File: src/rtl/spi_regbank_pkg.sv
// Shared types and constants for the SPI register bank.
package spi_regbank_pkg;

  typedef enum logic [1:0] {
    IDLE = 2'd0,
    CMD  = 2'd1,
    DATA = 2'd2
  } state_e;

  localparam logic RW_WRITE = 1'b1;
  localparam logic RW_READ  = 1'b0;

  // Width of a counter holding the values 0..n-1.
  function automatic int unsigned cnt_w(input int unsigned n);
    return (n < 2) ? 1 : $clog2(n);
  endfunction

endpackage

File: src/rtl/spi_regbank_if.sv
// SPI pin bundle: the controller drives the master side, the register bank sits on the slave side.
interface spi_regbank_if;

  logic sCLK;
  logic nCS;
  logic COPI;
  logic CIPO;
  logic cipo_oe;

  modport master (
    output sCLK,
    output nCS,
    output COPI,
    input  CIPO,
    input  cipo_oe
  );

  modport slave (
    input  sCLK,
    input  nCS,
    input  COPI,
    output CIPO,
    output cipo_oe
  );

endinterface

File: src/rtl/spi_regbank_sync_edge.sv
// Two-flop synchroniser plus a history flop; rise/fall are combinational compares of the
// synchronised level against its history.
module spi_sync_edge #(
  parameter logic RST_VAL = 1'b0
) (
  input  logic clk,
  input  logic rst,
  input  logic d_i,
  output logic q_o,
  output logic rise_c_o,
  output logic fall_c_o
);

  logic [2:0] sync_q;
  logic [2:0] sync_d;

  assign sync_d = {sync_q[1:0], d_i};

  always_ff @(posedge clk) begin
    if (rst) begin
      sync_q <= {3{RST_VAL}};
    end else begin
      sync_q <= sync_d;
    end
  end

  assign q_o      = sync_q[1];
  assign rise_c_o = sync_q[1] & ~sync_q[2];
  assign fall_c_o = ~sync_q[1] & sync_q[2];

endmodule

File: src/rtl/spi_regbank.sv
// SPI mode-0 peripheral with a NUM_REGS x DATA_W register bank and auto-incrementing bursts.
// Readback on CIPO is compiled in only when SPI_READBACK_EN is defined.
module spi_regbank
  import spi_regbank_pkg::*;
#(
  parameter int unsigned NUM_REGS = 5,
  parameter int unsigned ADDR_W   = 7,
  parameter int unsigned DATA_W   = 8
) (
  input  logic                       clk,
  input  logic                       rst,
  spi_regbank_if.slave               spi,
  output logic [NUM_REGS*DATA_W-1:0] regs_out,
  output logic [NUM_REGS-1:0]        wr_strobe,
  output logic                       frame_err
);

  localparam int unsigned CMD_W   = 1 + ADDR_W;
  localparam int unsigned SHIFT_W = (CMD_W > DATA_W) ? CMD_W : DATA_W;
  localparam int unsigned CNT_W   = cnt_w(SHIFT_W);

  logic sclk_lvl, sclk_rise, sclk_fall;
  logic ncs_lvl, ncs_rise, ncs_fall;
  logic copi_lvl, copi_rise, copi_fall;

  spi_sync_edge #(.RST_VAL(1'b0)) u_sync_sclk (
    .clk      (clk),
    .rst      (rst),
    .d_i      (spi.sCLK),
    .q_o      (sclk_lvl),
    .rise_c_o (sclk_rise),
    .fall_c_o (sclk_fall)
  );

  spi_sync_edge #(.RST_VAL(1'b1)) u_sync_ncs (
    .clk      (clk),
    .rst      (rst),
    .d_i      (spi.nCS),
    .q_o      (ncs_lvl),
    .rise_c_o (ncs_rise),
    .fall_c_o (ncs_fall)
  );

  spi_sync_edge #(.RST_VAL(1'b0)) u_sync_copi (
    .clk      (clk),
    .rst      (rst),
    .d_i      (spi.COPI),
    .q_o      (copi_lvl),
    .rise_c_o (copi_rise),
    .fall_c_o (copi_fall)
  );

  state_e                             state_q, state_d;
  logic [CNT_W-1:0]                   bit_cnt_q, bit_cnt_d;
  logic [SHIFT_W-1:0]                 shift_q, shift_d;
  logic                               rw_q, rw_d;
  logic [ADDR_W-1:0]                  addr_q, addr_d;
  logic [NUM_REGS-1:0][DATA_W-1:0]    regs_q, regs_d;
  logic [NUM_REGS-1:0]                wr_strobe_q, wr_strobe_d;
  logic                               frame_err_q, frame_err_d;
  logic [1:0]                         settle_q, settle_d;
  logic                               armed_q, armed_d;

  logic [SHIFT_W-1:0] shift_in;
  logic [DATA_W-1:0]  word_in;
  logic               sample;

`ifdef SPI_READBACK_EN
  logic [DATA_W-1:0] tx_q, tx_d;
  logic              cipo_oe_q, cipo_oe_d;
  logic              pend_q, pend_d;

  function automatic logic [DATA_W-1:0] rd_word(input logic [NUM_REGS-1:0][DATA_W-1:0] r,
                                                input logic [ADDR_W-1:0]             a);
    rd_word = '0;
    for (int unsigned i = 0; i < NUM_REGS; i++) begin
      if (a == ADDR_W'(i)) rd_word = r[i];
    end
  endfunction
`endif

  assign shift_in = {shift_q[SHIFT_W-2:0], copi_lvl};
  assign word_in  = shift_in[DATA_W-1:0];
  assign sample   = sclk_rise & ~ncs_lvl;

  // State and datapath registers.
  always_ff @(posedge clk) begin
    if (rst) begin
      state_q     <= IDLE;
      bit_cnt_q   <= '0;
      shift_q     <= '0;
      rw_q        <= RW_WRITE;
      addr_q      <= '0;
      regs_q      <= '0;
      wr_strobe_q <= '0;
      frame_err_q <= 1'b0;
      settle_q    <= '0;
      armed_q     <= 1'b0;
`ifdef SPI_READBACK_EN
      tx_q        <= '0;
      cipo_oe_q   <= 1'b0;
      pend_q      <= 1'b0;
`endif
    end else begin
      state_q     <= state_d;
      bit_cnt_q   <= bit_cnt_d;
      shift_q     <= shift_d;
      rw_q        <= rw_d;
      addr_q      <= addr_d;
      regs_q      <= regs_d;
      wr_strobe_q <= wr_strobe_d;
      frame_err_q <= frame_err_d;
      settle_q    <= settle_d;
      armed_q     <= armed_d;
`ifdef SPI_READBACK_EN
      tx_q        <= tx_d;
      cipo_oe_q   <= cipo_oe_d;
      pend_q      <= pend_d;
`endif
    end
  end

  // Frame parser: next state, register writes, strobes and readback shifting.
  always_comb begin
    state_d     = state_q;
    bit_cnt_d   = bit_cnt_q;
    shift_d     = shift_q;
    rw_d        = rw_q;
    addr_d      = addr_q;
    regs_d      = regs_q;
    wr_strobe_d = '0;
    frame_err_d = 1'b0;
    settle_d    = (settle_q == 2'd3) ? 2'd3 : settle_q + 2'd1;
    // A frame may only start from an nCS high seen after the synchronisers settle post-reset,
    // so a chip select held low across reset cannot fake a falling edge.
    armed_d     = armed_q | ((settle_q == 2'd3) & ncs_lvl);
`ifdef SPI_READBACK_EN
    tx_d        = tx_q;
    cipo_oe_d   = cipo_oe_q;
    pend_d      = pend_q;
`endif

    if (ncs_rise) begin
      if ((state_q == CMD) || ((state_q == DATA) && (bit_cnt_q != '0))) begin
        frame_err_d = 1'b1;
      end
      state_d   = IDLE;
      bit_cnt_d = '0;
`ifdef SPI_READBACK_EN
      tx_d      = '0;
      cipo_oe_d = 1'b0;
      pend_d    = 1'b0;
`endif
    end else begin
      unique case (state_q)
        IDLE: begin
          if (ncs_fall && armed_q) begin
            state_d   = CMD;
            bit_cnt_d = '0;
            shift_d   = '0;
          end
        end

        CMD: begin
          if (sample) begin
            shift_d   = shift_in;
            bit_cnt_d = bit_cnt_q + CNT_W'(1);
            if (bit_cnt_q == CNT_W'(CMD_W - 1)) begin
              rw_d      = shift_in[CMD_W-1];
              addr_d    = shift_in[ADDR_W-1:0];
              bit_cnt_d = '0;
              state_d   = DATA;
`ifdef SPI_READBACK_EN
              tx_d      = (rw_d == RW_READ) ? rd_word(regs_q, addr_d) : '0;
              cipo_oe_d = (rw_d == RW_READ);
              pend_d    = 1'b0;
`endif
            end
          end
        end

        DATA: begin
          if (sample) begin
            shift_d   = shift_in;
            bit_cnt_d = bit_cnt_q + CNT_W'(1);
            if (bit_cnt_q == CNT_W'(DATA_W - 1)) begin
              bit_cnt_d = '0;
              if (rw_q == RW_WRITE) begin
                for (int unsigned i = 0; i < NUM_REGS; i++) begin
                  if (addr_q == ADDR_W'(i)) begin
                    regs_d[i]      = word_in;
                    wr_strobe_d[i] = 1'b1;
                  end
                end
                addr_d = addr_q + ADDR_W'(1);
              end
            end
`ifdef SPI_READBACK_EN
            pend_d = (rw_q == RW_READ);
`endif
          end
`ifdef SPI_READBACK_EN
          // The falling edge after a sampled bit moves CIPO on; after a full word it fetches the next address.
          else if (sclk_fall && pend_q) begin
            pend_d = 1'b0;
            if (bit_cnt_q == '0) begin
              addr_d = addr_q + ADDR_W'(1);
              tx_d   = rd_word(regs_q, addr_d);
            end else begin
              tx_d = {tx_q[DATA_W-2:0], 1'b0};
            end
          end
`endif
        end

        default: state_d = IDLE;
      endcase
    end
  end

  assign regs_out  = regs_q;
  assign wr_strobe = wr_strobe_q;
  assign frame_err = frame_err_q;

`ifdef SPI_READBACK_EN
  assign spi.CIPO    = tx_q[DATA_W-1];
  assign spi.cipo_oe = cipo_oe_q;
`else
  assign spi.CIPO    = 1'b0;
  assign spi.cipo_oe = 1'b0;
`endif

  logic unused_sigs;
  assign unused_sigs = ^{sclk_lvl, sclk_fall, copi_rise, copi_fall, shift_q[SHIFT_W-1]};

endmodule

File: src/flat_wrapper.sv
// flat-port wrapper written by rule: the top's interface ports become plain ports
module spi_regbank_flat import spi_regbank_pkg::*;
#(
  parameter int unsigned NUM_REGS = 5,
  parameter int unsigned ADDR_W   = 7,
  parameter int unsigned DATA_W   = 8
)
  (clk, rst, regs_out, wr_strobe, frame_err, spi_sCLK, spi_nCS, spi_COPI, spi_CIPO, spi_cipo_oe);
  spi_regbank_if spi_i ();
  input  logic clk;
  input  logic rst;
  output logic [NUM_REGS*DATA_W-1:0] regs_out;
  output logic [NUM_REGS-1:0] wr_strobe;
  output logic frame_err;
  input wire logic [$bits(spi_i.sCLK)-1:0] spi_sCLK;
  input wire logic [$bits(spi_i.nCS)-1:0] spi_nCS;
  input wire logic [$bits(spi_i.COPI)-1:0] spi_COPI;
  output wire logic [$bits(spi_i.CIPO)-1:0] spi_CIPO;
  output wire logic [$bits(spi_i.cipo_oe)-1:0] spi_cipo_oe;
  assign spi_i.sCLK = spi_sCLK;
  assign spi_i.nCS = spi_nCS;
  assign spi_i.COPI = spi_COPI;
  assign spi_CIPO = spi_i.CIPO;
  assign spi_cipo_oe = spi_i.cipo_oe;
  spi_regbank #(.NUM_REGS(NUM_REGS), .ADDR_W(ADDR_W), .DATA_W(DATA_W)) u_core (.clk(clk), .rst(rst), .spi(spi_i), .regs_out(regs_out), .wr_strobe(wr_strobe), .frame_err(frame_err));
endmodule
File: config.mk
export PLATFORM = sky130hd
export DESIGN_NAME = spi_regbank_flat
export DESIGN_NICKNAME = d
export VERILOG_FILES = /design/src/rtl/spi_regbank_pkg.sv /design/src/rtl/spi_regbank_if.sv /design/src/rtl/spi_regbank_sync_edge.sv /design/src/rtl/spi_regbank.sv /design/src/flat_wrapper.sv
export SDC_FILE = /design/constraint.sdc
export NUM_CORES = 1
export LEC_CHECK = 0
export ABC_CLOCK_PERIOD_IN_PS = 3400
export CELL_PAD_IN_SITES_DETAIL_PLACEMENT = 1
export CELL_PAD_IN_SITES_GLOBAL_PLACEMENT = 1
export CORE_UTILIZATION = 45
export CTS_CLUSTER_SIZE = 24
export DETAILED_ROUTE_END_ITERATION = 6
export PLACE_DENSITY_LB_ADDON = 0.1
export SYNTH_ARGS = -nofsm -noshare
export SYNTH_HDL_FRONTEND = slang
export SYNTH_SLANG_ARGS = --single-unit
export TNS_END_PERCENT = 20
File: constraint.sdc
create_clock -name clk -period 3.4 [get_ports clk]
set_clock_uncertainty 0.05 [all_clocks]
set_input_delay 0.68 -clock clk [delete_from_list [all_inputs] [get_ports clk]]
set_output_delay 0.68 -clock clk [all_outputs]
set_load 0.02 [all_outputs]
### Word level (Yosys, flattened, before mapping)

Index checks and enable logic that the tools add are counted.

* register bits: 77
* bits of input ports: 5
* output and inout bits: 48
* word-level logic and storage cells: 95

* $add $sub $neg: 3
* eq/ne operators: 15
* mux-type cells: 24
* bitwise logic cells: 14
* reductions and logical operators: 22

Operators by type and width (count)
* two-way mux 7 bit: 7
* AND reduction 6 bit: 5
* one-hot mux 7 bit (2 select lines): 2
* == test 7 x 2 -> 1 bit (second input constant): 2
* AND reduction 4 bit: 3
* != test 2 x 1 -> 1 bit (second input constant): 5
* two-way mux 3 bit: 3
* two-way mux 2 bit: 4
* inverter 1 bit: 8
* adder 7 x 1 -> 7 bit (second input constant): 1
* == test 7 x 1 -> 1 bit (second input constant): 1
* == test 7 x 3 -> 1 bit (second input constant): 1
* zero test 7 bit: 1
* AND reduction 7 bit: 1
* two-way mux 1 bit: 6
* one-hot mux 2 bit (3 select lines): 1
* one-hot mux 3 bit (2 select lines): 1
* OR reduction 2 bit: 3
* OR reduction 6 bit: 1
* bitwise AND 1 bit: 5
* == test 2 bit (second input constant): 2
* != test 2 bit (second input constant): 2
* nonzero test 2 bit: 2
* adder 3 x 1 -> 3 bit (second input constant): 1
* other kinds (9): 10

### Longest topological paths before layout

Gate-level depths: netlist of run 1.

* depth in word-level cells: 5
* mapped depth: 8

### Hierarchy

Synthesis of run 1 repeated with hierarchy kept, for this count alone.

* cells, all modules: 377
* area total of the unflattened synthesis: 3338.2 µm²

By module, submodules not included
* spi_regbank: instances 1, cells an instance 353, area an instance 3062.9 µm², sequential area each 1381.3 µm²
* spi_sync_edge at u_core.u_sync_copi ...: instances 2, cells an instance 8, area an instance 91.3 µm², sequential area each 60.1 µm²
* spi_sync_edge at u_core.u_sync_ncs: instances 1, cells an instance 8, area an instance 92.6 µm², sequential area each 60.1 µm²

### Least setup slack after synthesis of run 1

Ideal clock, no wire load.

* path type: reg2reg
* from: reg u_core.state_q[0]
* to: reg u_core.shift_q[1]
* setup time: 0.087 ns
* data arrival time: 1.510 ns
* data required time: 3.263 ns
* setup slack: 1.753 ns
* stages on the path, launching flop included: 8
* path buffers: 1
* clock period less this slack: 1.647 ns
* path through: dfxtp_1 > inv_1 > ha_1 > nand2b_1 > a22oi_4 > buf_4 > nand4b_1 > o31ai_1

* word-level cells in the longest chain between the ends: 4

Ends and longest elaborated chain
* start: declaration: RTL line spi_regbank.sv:53 `state_e state_q, state_d;`
* start signal: assignment: RTL line spi_regbank.sv:105 `state_q <= state_d;`
* == test 2 bit or == test 2 x 1 -> 1 bit (tied branches): RTL line spi_regbank.sv:155 `unique case (state_q)`
* OR reduction 2 bit (no line)
* != test 2 x 1 -> 1 bit (no line) or nonzero test 2 bit (tied branches)
* AND reduction 4 bit (no line)
* end signal: assignment: RTL line spi_regbank.sv:107 `shift_q <= shift_d;`
* end: declaration: RTL line spi_regbank.sv:55 `logic [SHIFT_W-1:0] shift_q, shift_d;`

Parallel ways exist; a longest one is shown, timed or not.
A chain may end at the register's enable or synchronous reset.

### Final worst setup path of run 1

* from: reg u_core.state_q[0]
* to: reg u_core.regs_q (netlist bit u_core.regs_out[29])

* word-level cells in the longest chain between the ends: 2

Ends and longest elaborated chain
* == test 2 bit: RTL line spi_regbank.sv:155
* AND reduction 6 bit (no line)
* end signal: assignment: RTL line spi_regbank.sv:110 `regs_q <= regs_d;`
* end: declaration: RTL line spi_regbank.sv:58 `logic [NUM_REGS-1:0][DATA_W-1:0] regs_q, regs_d;`

No other way between the ends.

==> flow_summary.json, run 1 <==
{
  "grt_pass1_wl_microns": 12500,
  "path_delay_family": "adder cells",
  "drt-initial-drc-count": 106,
  "drive_gt1_share_pct": 9.737,
  "cts_resized": 0,
  "holdBufCountCts": 0,
  "yosysTopAreaCellShare_pct": 45.34,
  "synthCells": 332,
  "max_freq_mhz": 436.7,
  "cts_setup_buffers": 0,
  "ys_top_cells_by_area": "dfxtp_1 45%, mux2i_1 14%, nor2_1 5.5%, ha_1 4.8%, nand4_4 3.1%",
  "die_h_microns": 88.92,
  "p_seq_share_pct": 51.5,
  "power.switching_w": 0.0004195,
  "syn_area_per_cell_sq_um": 10.24,
  "async_reset_ff_share_pct": 0,
  "setup_violations": 0,
  "crit_slowest_cell": "ha_1",
  "ys_warn_count": 0,
  "grt_setup_unrepaired": "no",
  "rows": 31,
  "final_util_pct": 56.67,
  "routed_wirelength_microns": 7824,
  "hold_violations": 0,
  "clockBufferDepth": 2,
  "combPwrFrac_pct": 5.9,
  "crit_required_ns": 3.56,
  "ys_ff_latch": 77,
  "syn_area_sq_um": 3400,
  "crit_path_max_incr_delay_ns": 0.68,
  "post-route-period-util_pct": 67.35,
  "ir_drop_mv": 0.2496,
  "cp_cell_sequence": "inv_1 -> ha_1 -> nor2b_1 -> buf_4 -> nand4_4 -> mux2i_1 -> nor2_1",
  "hold_path.class": "reg -> reg",
  "path_buf_inv": 2,
  "cts_tree": "yes",
  "yosys-top-cells-count": "77 x dfxtp_1, 50 x nor2_1, 47 x mux2i_1, 13 x ha_1, 12 x inv_1",
  "holdWs_ns": 0.3746,
  "grt_pass1_vias": 2441,
  "clock_latency_ns": 0.35,
  "cts_buffers": 9,
  "grt_max_degree": 73,
  "fin_total_pwr_w": 0.001780,
  "num_vias": 2498,
  "p_int_w": 0.001361,
  "dpl.hpwl_microns": 5380,
  "ctsRootBufferMaster": "clkbuf_8",
  "diodes": 0,
  "drtPass1Iterations": 4,
  "rrSetupSlack_ns": 1.11,
  "nets": 394,
  "dieArea_sq_um": 7906,
  "area_growth_pct": 21.57,
  "clkSinkCount": 77,
  "status": "finished, final reports clean",
  "synth_top_area_cell": "dfxtp_1",
  "ys.flop_type": "dfxtp_1",
  "cp-start-kind": "register",
  "drtAntennaViolNets": 0,
  "p_sw_share_pct": 23.56,
  "worst-path-max-fanout": 23,
  "synth_edf_count": 0,
  "portBuffers": 50,
  "routabilityCongestion": 0.8007,
  "post_drt_wl_per_cell_microns": 16.33,
  "synth.most_common_cell": "dfxtp_1",
  "power_density_nw_per_um2": 430.7,
  "antenna_found_initial": 0,
  "relSlewSlack_pct": 47.52,
  "clk_pin_slew_ns": 0.08,
  "synth_cell_types": 44,
  "ios": 53,
  "overflow": 0,
  "via_per_inst": 5.215,
  "path_class": "reg -> reg",
  "p_clk_share_pct": 42.5,
  "start_util_pct": 46.62,
  "worst_slew_pin_slew_ns": 0.7872,
  "p_leak_nw": 1.855,
  "fin_tns_setup_ns": 0,
  "crit_arrival_ns": 2.45,
  "end_kind": "register",
  "die_width_microns": 88.92,
  "drc": 0,
  "yosysSeqAreaShare_pct": 45.34,
  "core_area_sq_um": 7292,
  "fin_crit_ns": 2.290,
  "grtUsageTotal_pct": 21.50,
  "finalMaxSlewViolations": 0,
  "htreeDepth": 3,
  "max_cap_viol_count": 0
}
==> per-stage QoR <==
stage               cells  cell area [sq um]  setup WS, ns
finish                479               4133         1.110
global route          479               4133        0.9113
CTS                   479               4133         1.091
detailed placement    464               3921         1.114
global placement      464               3921         1.202
floorplan             333               3403         1.753
==> power by group through the flow <==
stage / Clock, W / Combinational [W] / Sequential (W)
after floorplan: 0 / 0.0000876 / 0.000937
after global placement: 0 / 0.000103 / 0.000938
after detailed placement: 0 / 0.000106 / 0.000939
after CTS: 0.000774 / 0.000106 / 0.000918
after global routing: 0.000810 / 0.000116 / 0.000919
final: 0.000757 / 0.000106 / 0.000917
==> routing by layer <==
metal	up-vias	global-route usage [%]	part of all wire (%)
met1	1208	29.96	50
met5	-	0	0
met3	11	3.601	3.0
met4	0	9.238	1.8
li1	1235	-	-
met2	44	32.94	45
==> area by class of cell <==
| type | instances | area [sq um] |
|---|---|---|
| clock buffers | 10 | 127.6 |
| clock inverters | 5 | 83.83 |
| fillers | 834 | 3159 |
| inverters | 12 | 45.04 |
| multi-input cells | 223 | 1693 |
| flip-flops and latches | 77 | 1541 |
| well taps | 99 | 123.9 |
| repair buffers | 53 | 518.0 |
==> cells in the final DEF (no fill, tap or decap), types with 2 or more instances in the layout <==
master           synthesis  layout
clkdlybuf4s50_1          0      49
clkbuf_8                 0       9
nand2b_1                 6       6
inv_1                   12      12
mux2i_1                 47      47
nand4b_1                 6       6
conb_1                   1       2
o21ai_1                  7       7
bufinv_16                0       2
dfxtp_1                 77      77
a31oi_1                  2       2
o22ai_1                  4       4
clkinvlp_4               0       2
nor2b_1                  8       8
nand3_1                  7       7
or2_1                    3       3
nand4_1                  2       2
buf_4                    5       3
nand2_1                 10      10
nand4_4                  5       5
a21oi_1                  9       9
o31ai_1                  5       5
ha_1                    13      13
and2_1                   5       5
and3_1                   8       8
nor2_1                  50      50
nor3b_2                  5       5
o21a_1                   2       2
==> logic make-up after synthesis <==
logic type	Yosys count	synth area share [%]
AND/OR/NAND/NOR	125	23.08
other	1	0.1103
buffers and inverters	33	4.969
adder cells (fa/ha/maj)	13	4.785
flip-flops	77	45.34
AO/OA/AOI/OAI	36	7.876
multiplexers	47	13.84
==> final timing paths <==
path,startpoint,to,depth (start not counted)
max,u_core.state_q[0],u_core.regs_out[29],7
min,u_core.u_sync_ncs.sync_q[0],u_core.u_sync_ncs.sync_q[1],1
max reg2reg,u_core.state_q[0],u_core.regs_out[29],7
min reg2reg,u_core.u_sync_ncs.sync_q[0],u_core.u_sync_ncs.sync_q[1],1
==> flip-flops by register name (all words and copies together), names as in the netlist <==
signal                     cells
u_core.wr_strobe               5
u_core.frame_err               1
u_core.u_sync_copi.sync_q      2
u_core.u_sync_sclk.sync_q      3
u_core.addr_q                  7
u_core.regs_out               40
u_core.u_sync_ncs.sync_q       3
u_core.armed_q                 1
u_core.bit_cnt_q               3
u_core.shift_q                 7
u_core.settle_q                2
u_core.rw_q                    1
u_core.state_q                 2
Power figures use the tool's default switching activity.
==> inputs of run 2 (changes only) <==
--- a/config.mk
+++ b/config.mk
@@ -5,10 +5,10 @@
 export SDC_FILE = /design/constraint.sdc
 export NUM_CORES = 1
 export LEC_CHECK = 0
-export ABC_CLOCK_PERIOD_IN_PS = 3400
+export ABC_CLOCK_PERIOD_IN_PS = 1900
 export CELL_PAD_IN_SITES_DETAIL_PLACEMENT = 1
 export CELL_PAD_IN_SITES_GLOBAL_PLACEMENT = 1
-export CORE_UTILIZATION = 45
+export CORE_UTILIZATION = 37
 export CTS_CLUSTER_SIZE = 24
 export DETAILED_ROUTE_END_ITERATION = 6
 export PLACE_DENSITY_LB_ADDON = 0.1
==> constraint.sdc (replaced) <==
create_clock -name clk -period 1.9 [get_ports clk]
set_clock_uncertainty 0.05 [all_clocks]
set_input_delay 0.38 -clock clk [delete_from_list [all_inputs] [get_ports clk]]
set_output_delay 0.38 -clock clk [all_outputs]
set_load 0.02 [all_outputs]
==> run 2 against run 1 <==
  * The run now ends with DRC left
  * Via count decreased by 0.32%
  * Non-clock buffer count increased by 5
  * Die area increased by 21%
  * First-iteration DRC count is 21% lower
  * Worst hold slack got worse by 0.0069 ns
  * Sequential power increased by 79%
  * Global-route usage decreased by 3.6 points
  * Count of clock-buffer cells in the layout up 1
  * Core utilization shrank 8.7 points
  * Largest power group unchanged
==> flow_summary.json, run 2 (same netlist as run 1, synthesis figures left out) <==
{
  "status": "finished, violations left",
  "failed_checks": "DRC",
  "relSlewSlack_pct": 62.57,
  "core_area_sq_um": 8806,
  "drtAntennaViolNets": 0,
  "clock_latency_ns": 0.34,
  "diodes": 0,
  "die_width_microns": 97.86,
  "htreeDepth": 3,
  "power_density_nw_per_um2": 739.1,
  "ctsRootBufferMaster": "clkbuf_8",
  "grt_pass1_wl_microns": 13350,
  "fin_total_pwr_w": 0.003122,
  "portBuffers": 50,
  "finalMaxSlewViolations": 0,
  "largest_register_ffs": 40,
  "hold_violations": 0,
  "worst-path-max-fanout": 8,
  "r2r_end": "u_core.regs_out[39]",
  "grt_max_degree": 73,
  "crit_path_max_incr_delay_ns": 0.35,
  "die_h_microns": 97.86,
  "post-route-period-util_pct": 94.21,
  "ff2ff_path_depth": 6,
  "crit_arrival_ns": 1.96,
  "via_per_inst": 5.040,
  "crit_slowest_cell": "and4bb_4",
  "post_drt_wl_per_cell_microns": 16.33,
  "num_vias": 2490,
  "routed_wirelength_microns": 8068,
  "hold_path.class": "in -> reg",
  "area_growth_pct": 24.25,
  "clk_pin_slew_ns": 0.08,
  "grt_pass1_vias": 2517,
  "cts_buffers": 9,
  "rows": 34,
  "cts_setup_buffers": 0,
  "start_util_pct": 38.60,
  "dieArea_sq_um": 9576,
  "overflow": 0,
  "hold_start": "rst",
  "fin_crit_ns": 1.790,
  "worst_slew_pin_slew_ns": 0.5593,
  "routabilityCongestion": 0.7449,
  "setup_violations": 0,
  "drt-initial-drc-count": 84,
  "rrSetupSlack_ns": 0.11,
  "path_buf_inv": 0,
  "drtPass1Iterations": 6,
  "path_delay_family": "simple AND/OR/NAND/NOR gates",
  "clkSinkCount": 77,
  "mostFrequentLayoutCells": "75 x dfxtp_1, 50 x nor2_1, 49 x clkdlybuf4s50_1, 47 x mux2i_1",
  "drive_gt1_share_pct": 12.69,
  "cp_cell_sequence": "ha_1 -> ha_2 -> and4bb_4 -> nand4_4 -> mux2i_1 -> nor2_1",
  "fin_tns_setup_ns": 0,
  "p_leak_nw": 1.875,
  "cts_tree": "yes",
  "whs_endpoint": "u_core.bit_cnt_q[1]",
  "antenna_found_initial": 0,
  "clockBufferDepth": 2,
  "crit_required_ns": 2.07,
  "max_cap_viol_count": 0,
  "max_freq_mhz": 558.7,
  "path_class": "reg -> reg",
  "end_kind": "register",
  "ir_drop_mv": 0.3533,
  "ios": 53,
  "hold_depth": 3,
  "nets": 399,
  "drc": 2,
  "grtUsageTotal_pct": 17.90,
  "r2r-start": "u_core.bit_cnt_q[1]",
  "cp-start-kind": "register",
  "dpl.hpwl_microns": 5473,
  "holdBufCountCts": 0,
  "final_common_cell": "dfxtp_1"
}
run 2: cell count changes in the layout (fill, tap and decap cells not counted), moves of 2 or more:
cell and delta:
buf_12 +2, buf_4 +2, clkinv_4 +2, dfxtp_1 -2
dfxtp_2 +2, ha_1 -2, ha_2 +2
run 2: worst max-delay path by stage:
stage,startpoint,slack (ns),to,cells after the start
2_1_floorplan,u_core.state_q[0],0.25,u_core.shift_q[1],7
5_1_grt,u_core.bit_cnt_q[1],-0.004,u_core.regs_out[26],6
6_report,u_core.bit_cnt_q[1],0.11,u_core.regs_out[39],6
3_5_place_dp,u_core.bit_cnt_q[1],-0.12,u_core.regs_out[39],6
3_3_place_gp,u_core.bit_cnt_q[1],-0.07,u_core.regs_out[32],6
4_1_cts,u_core.bit_cnt_q[1],0.07,u_core.regs_out[39],6
run 2: stage by stage:
stage	hold slack, ns	instance area, sq um	util (%)	setup slack (ns)	std cells
after floorplan	0.3332	3403	-	0.2532	333
after global placement	0.3389	3995	45.37	-0.06980	478
after detailed placement	0.3548	3995	45.37	-0.1232	478
after CTS	0.3606	4200	47.70	0.06941	494
after global routing	0.3773	4224	47.97	-0.004414	494
final	0.3677	4224	47.97	0.1100	494
run 2: metal layers:
metal  share of wire (%)  GRT usage (%)
met4                 1.4          6.643
met2                  44          27.19
met1                  52          25.30
met3                 2.6          3.150
met5                   0              0
run 2: power by group:
part           total (W)  internal, W  switching, W
combinational   0.000208    0.0000882      0.000120
clock            0.00127     0.000646      0.000624
sequential       0.00164      0.00163     0.0000153
run 2: area by class of cell:
cell class / instances / area [sq um]
sequential: 77 / 1544
timing repair buffer: 58 / 584.3
clock inverter: 5 / 60.06
multi-input combinational: 223 / 1714
fill: 998 / 4582
clock buffer: 11 / 141.4
inverter: 12 / 45.04
tap: 108 / 135.1
run 2: what timing repair did:
item / in CTS / in global routing
hold endpoints to repair: 0 / 0
pin swaps: 0 / 2
setup endpoints to repair: 40 / 37
resized for setup: 2 / 8
run 2: worst register-to-register path, delay by kind of cell, from the launching register on:
family / cells / cell delay, ns
flip-flops: 1 / 0.34
adder cells (fa/ha/maj): 2 / 0.37
AND/OR/NAND/NOR: 3 / 0.68
multiplexers: 1 / 0.22
==> inputs of run 3 (changes only) <==
--- a/config.mk
+++ b/config.mk
@@ -8,7 +8,8 @@
 export ABC_CLOCK_PERIOD_IN_PS = 1900
 export CELL_PAD_IN_SITES_DETAIL_PLACEMENT = 1
 export CELL_PAD_IN_SITES_GLOBAL_PLACEMENT = 1
-export CORE_UTILIZATION = 37
+export CORE_UTILIZATION = 39
+export CTS_BUF_LIST = sky130_fd_sc_hd__clkbuf_8
 export CTS_CLUSTER_SIZE = 24
 export DETAILED_ROUTE_END_ITERATION = 6
 export PLACE_DENSITY_LB_ADDON = 0.1
==> run 3 against run 2 <==
  * The flow now finishes without violations
  * Worst hold slack worse by 0.038 ns
  * Maximum frequency is 0.95% higher
  * Sequential power about the same
  * Worst setup slack gained 0.017 ns
  * Count of clock-buffer cells in the layout fell by 2
  * Die area decreased by 5.0%
  * Non-clock buffer count is 3 higher
==> flow_summary.json, run 3 (same netlist as run 1, synthesis figures left out) <==
{
  "placed_area_sq_um": 3999,
  "post-route-period-util_pct": 93.33,
  "ir_drop_mv": 0.4424,
  "path_buf_inv": 2,
  "routabilityCongestion": 0.7564,
  "crit_slowest_cell": "dfxtp_2",
  "drtPass1Iterations": 4,
  "clkSinkCount": 77,
  "clock_latency_ns": 0.36,
  "diodes": 0,
  "worst-path-max-fanout": 16,
  "mostFrequentLayoutCells": "73 x dfxtp_1, 50 x nor2_1, 49 x clkdlybuf4s50_1, 47 x mux2i_1, 12 x inv_1",
  "drc": 0,
  "rows": 33,
  "hold_path.class": "in -> reg",
  "relSlewSlack_pct": 65.54,
  "grt_pass1_vias": 2481,
  "crit_required_ns": 2.09,
  "max_cap_viol_count": 0,
  "worst_slew_pin_slew_ns": 0.5150,
  "largest_register_ffs": 40,
  "holdWs_ns": 0.3298,
  "grt_max_degree": 44,
  "path_delay_family": "flip-flops",
  "ctsRootBufferMaster": "clkbuf_8",
  "clockBufferDepth": 2,
  "portBuffers": 50,
  "met1_usage_pct": 26.21,
  "nets": 402,
  "antenna_found_initial": 0,
  "status": "finished, final reports clean",
  "htreeDepth": 3,
  "start_util_pct": 40.76,
  "use_met2_pct": 31.07,
  "use_met3_pct": 4.625,
  "cts_buffers": 9,
  "via_per_inst": 5.111,
  "cp_cell_sequence": "inv_1 -> ha_1 -> nand2b_1 -> a22oi_4 -> buf_12 -> mux2i_1 -> nor2_1",
  "grt-busiest-layer": "met2",
  "grt_pass1_wl_microns": 13120,
  "path_class": "reg -> reg",
  "die_h_microns": 95.37,
  "finalMaxSlewViolations": 0,
  "core_area_sq_um": 8341,
  "num_vias": 2525,
  "setup_violations": 0,
  "clk_pin_slew_ns": 0.09,
  "max_freq_mhz": 564.0,
  "hold_violations": 0,
  "power_density_nw_per_um2": 713.7,
  "die_width_microns": 95.37,
  "post_drt_wl_per_cell_microns": 16.45,
  "crit_arrival_ns": 1.96,
  "grt_setup_unrepaired": "no",
  "fin_area_sq_um": 4232,
  "holdBufCountCts": 0,
  "end_kind": "register",
  "cts_tree": "yes",
  "drive_gt1_share_pct": 14.14,
  "dpl.hpwl_microns": 5775,
  "final_util_pct": 50.74,
  "dieArea_sq_um": 9094,
  "area_growth_pct": 24.48,
  "overflow": 0,
  "drtAntennaViolNets": 0,
  "routed_wirelength_microns": 8124,
  "p_leak_nw": 1.894,
  "drt-initial-drc-count": 62,
  "fin_tns_setup_ns": 0,
  "grtUsageTotal_pct": 19.53,
  "final_common_cell": "dfxtp_1",
  "cp-start-kind": "register",
  "fin_crit_ns": 1.773,
  "crit_path_max_incr_delay_ns": 0.36,
  "ios": 53
}
==> run 3: cell types whose count changed in the layout (fill, tap and decap cells not counted), moves of 2 or more <==
cell,delta
buf_4,+3
inv_6,+3
clkinv_4,-2
dfxtp_1,-2
dfxtp_2,+2
ha_4,+2
==> run 3: repair_timing <==
action / in CTS / in global routing
gates resized for setup: 0 / 11
setup endpoints to repair: 0 / 41
setup buffers: 0 / 2
==> run 3: worst register-to-register path: stages, from the launching register on <==
cell,delay [ns]
dfxtp_2,0.36
inv_1,0.11
ha_1,0.34
nand2b_1,0.18
a22oi_4,0.18
buf_12,0.17
mux2i_1,0.20
nor2_1,0.05
==> run 3: per-layer routing <==
layer / vias to the layer above / routed length [microns] / share of wire, %
li1: 1244 / - / -
met1: 1238 / 3928 / 48
met2: 37 / 3849 / 47
met3: 6 / 266 / 3.3
met4: 0 / 78 / 0.96
met5: - / 0 / 0
==> run 3: report_power, final <==
| group | switching [W] | internal [W] |
|---|---|---|
| clock network | 0.000673 | 0.000493 |
| registers | 0.0000145 | 0.00163 |
| logic | 0.000124 | 0.0000867 |
==> run 3: final timing paths <==
kind                                                   from  slack (ns)                     endpoint  depth (start not counted)
worst min-delay path                                    rst        0.33            u_core.state_q[1]                          3
worst max-delay path                      u_core.state_q[0]        0.13            u_core.shift_q[6]                          7
worst max register to register            u_core.state_q[0]        0.13            u_core.shift_q[6]                          7
worst min register to register  u_core.u_sync_ncs.sync_q[0]        0.36  u_core.u_sync_ncs.sync_q[1]                          1
==> run 3: final cells by class <==
cell class	count	area (sq um)
clock inverter	7	55.05
inverter	12	45.04
fill	934	4109
timing repair buffer	61	606.8
multi-input combinational	223	1723
clock buffer	9	123.9
sequential	77	1546
tap	105	131.4
==> run 3: metrics by stage <==
stage,power (W),worst slack [ns],std cells
after floorplan,0.001833,0.2532,333
after global placement,0.001884,0.1157,476
after detailed placement,0.001890,0.05887,476
after CTS,0.003048,0.03925,492
after global routing,0.003148,0.01826,494
final,0.003020,0.1268,494
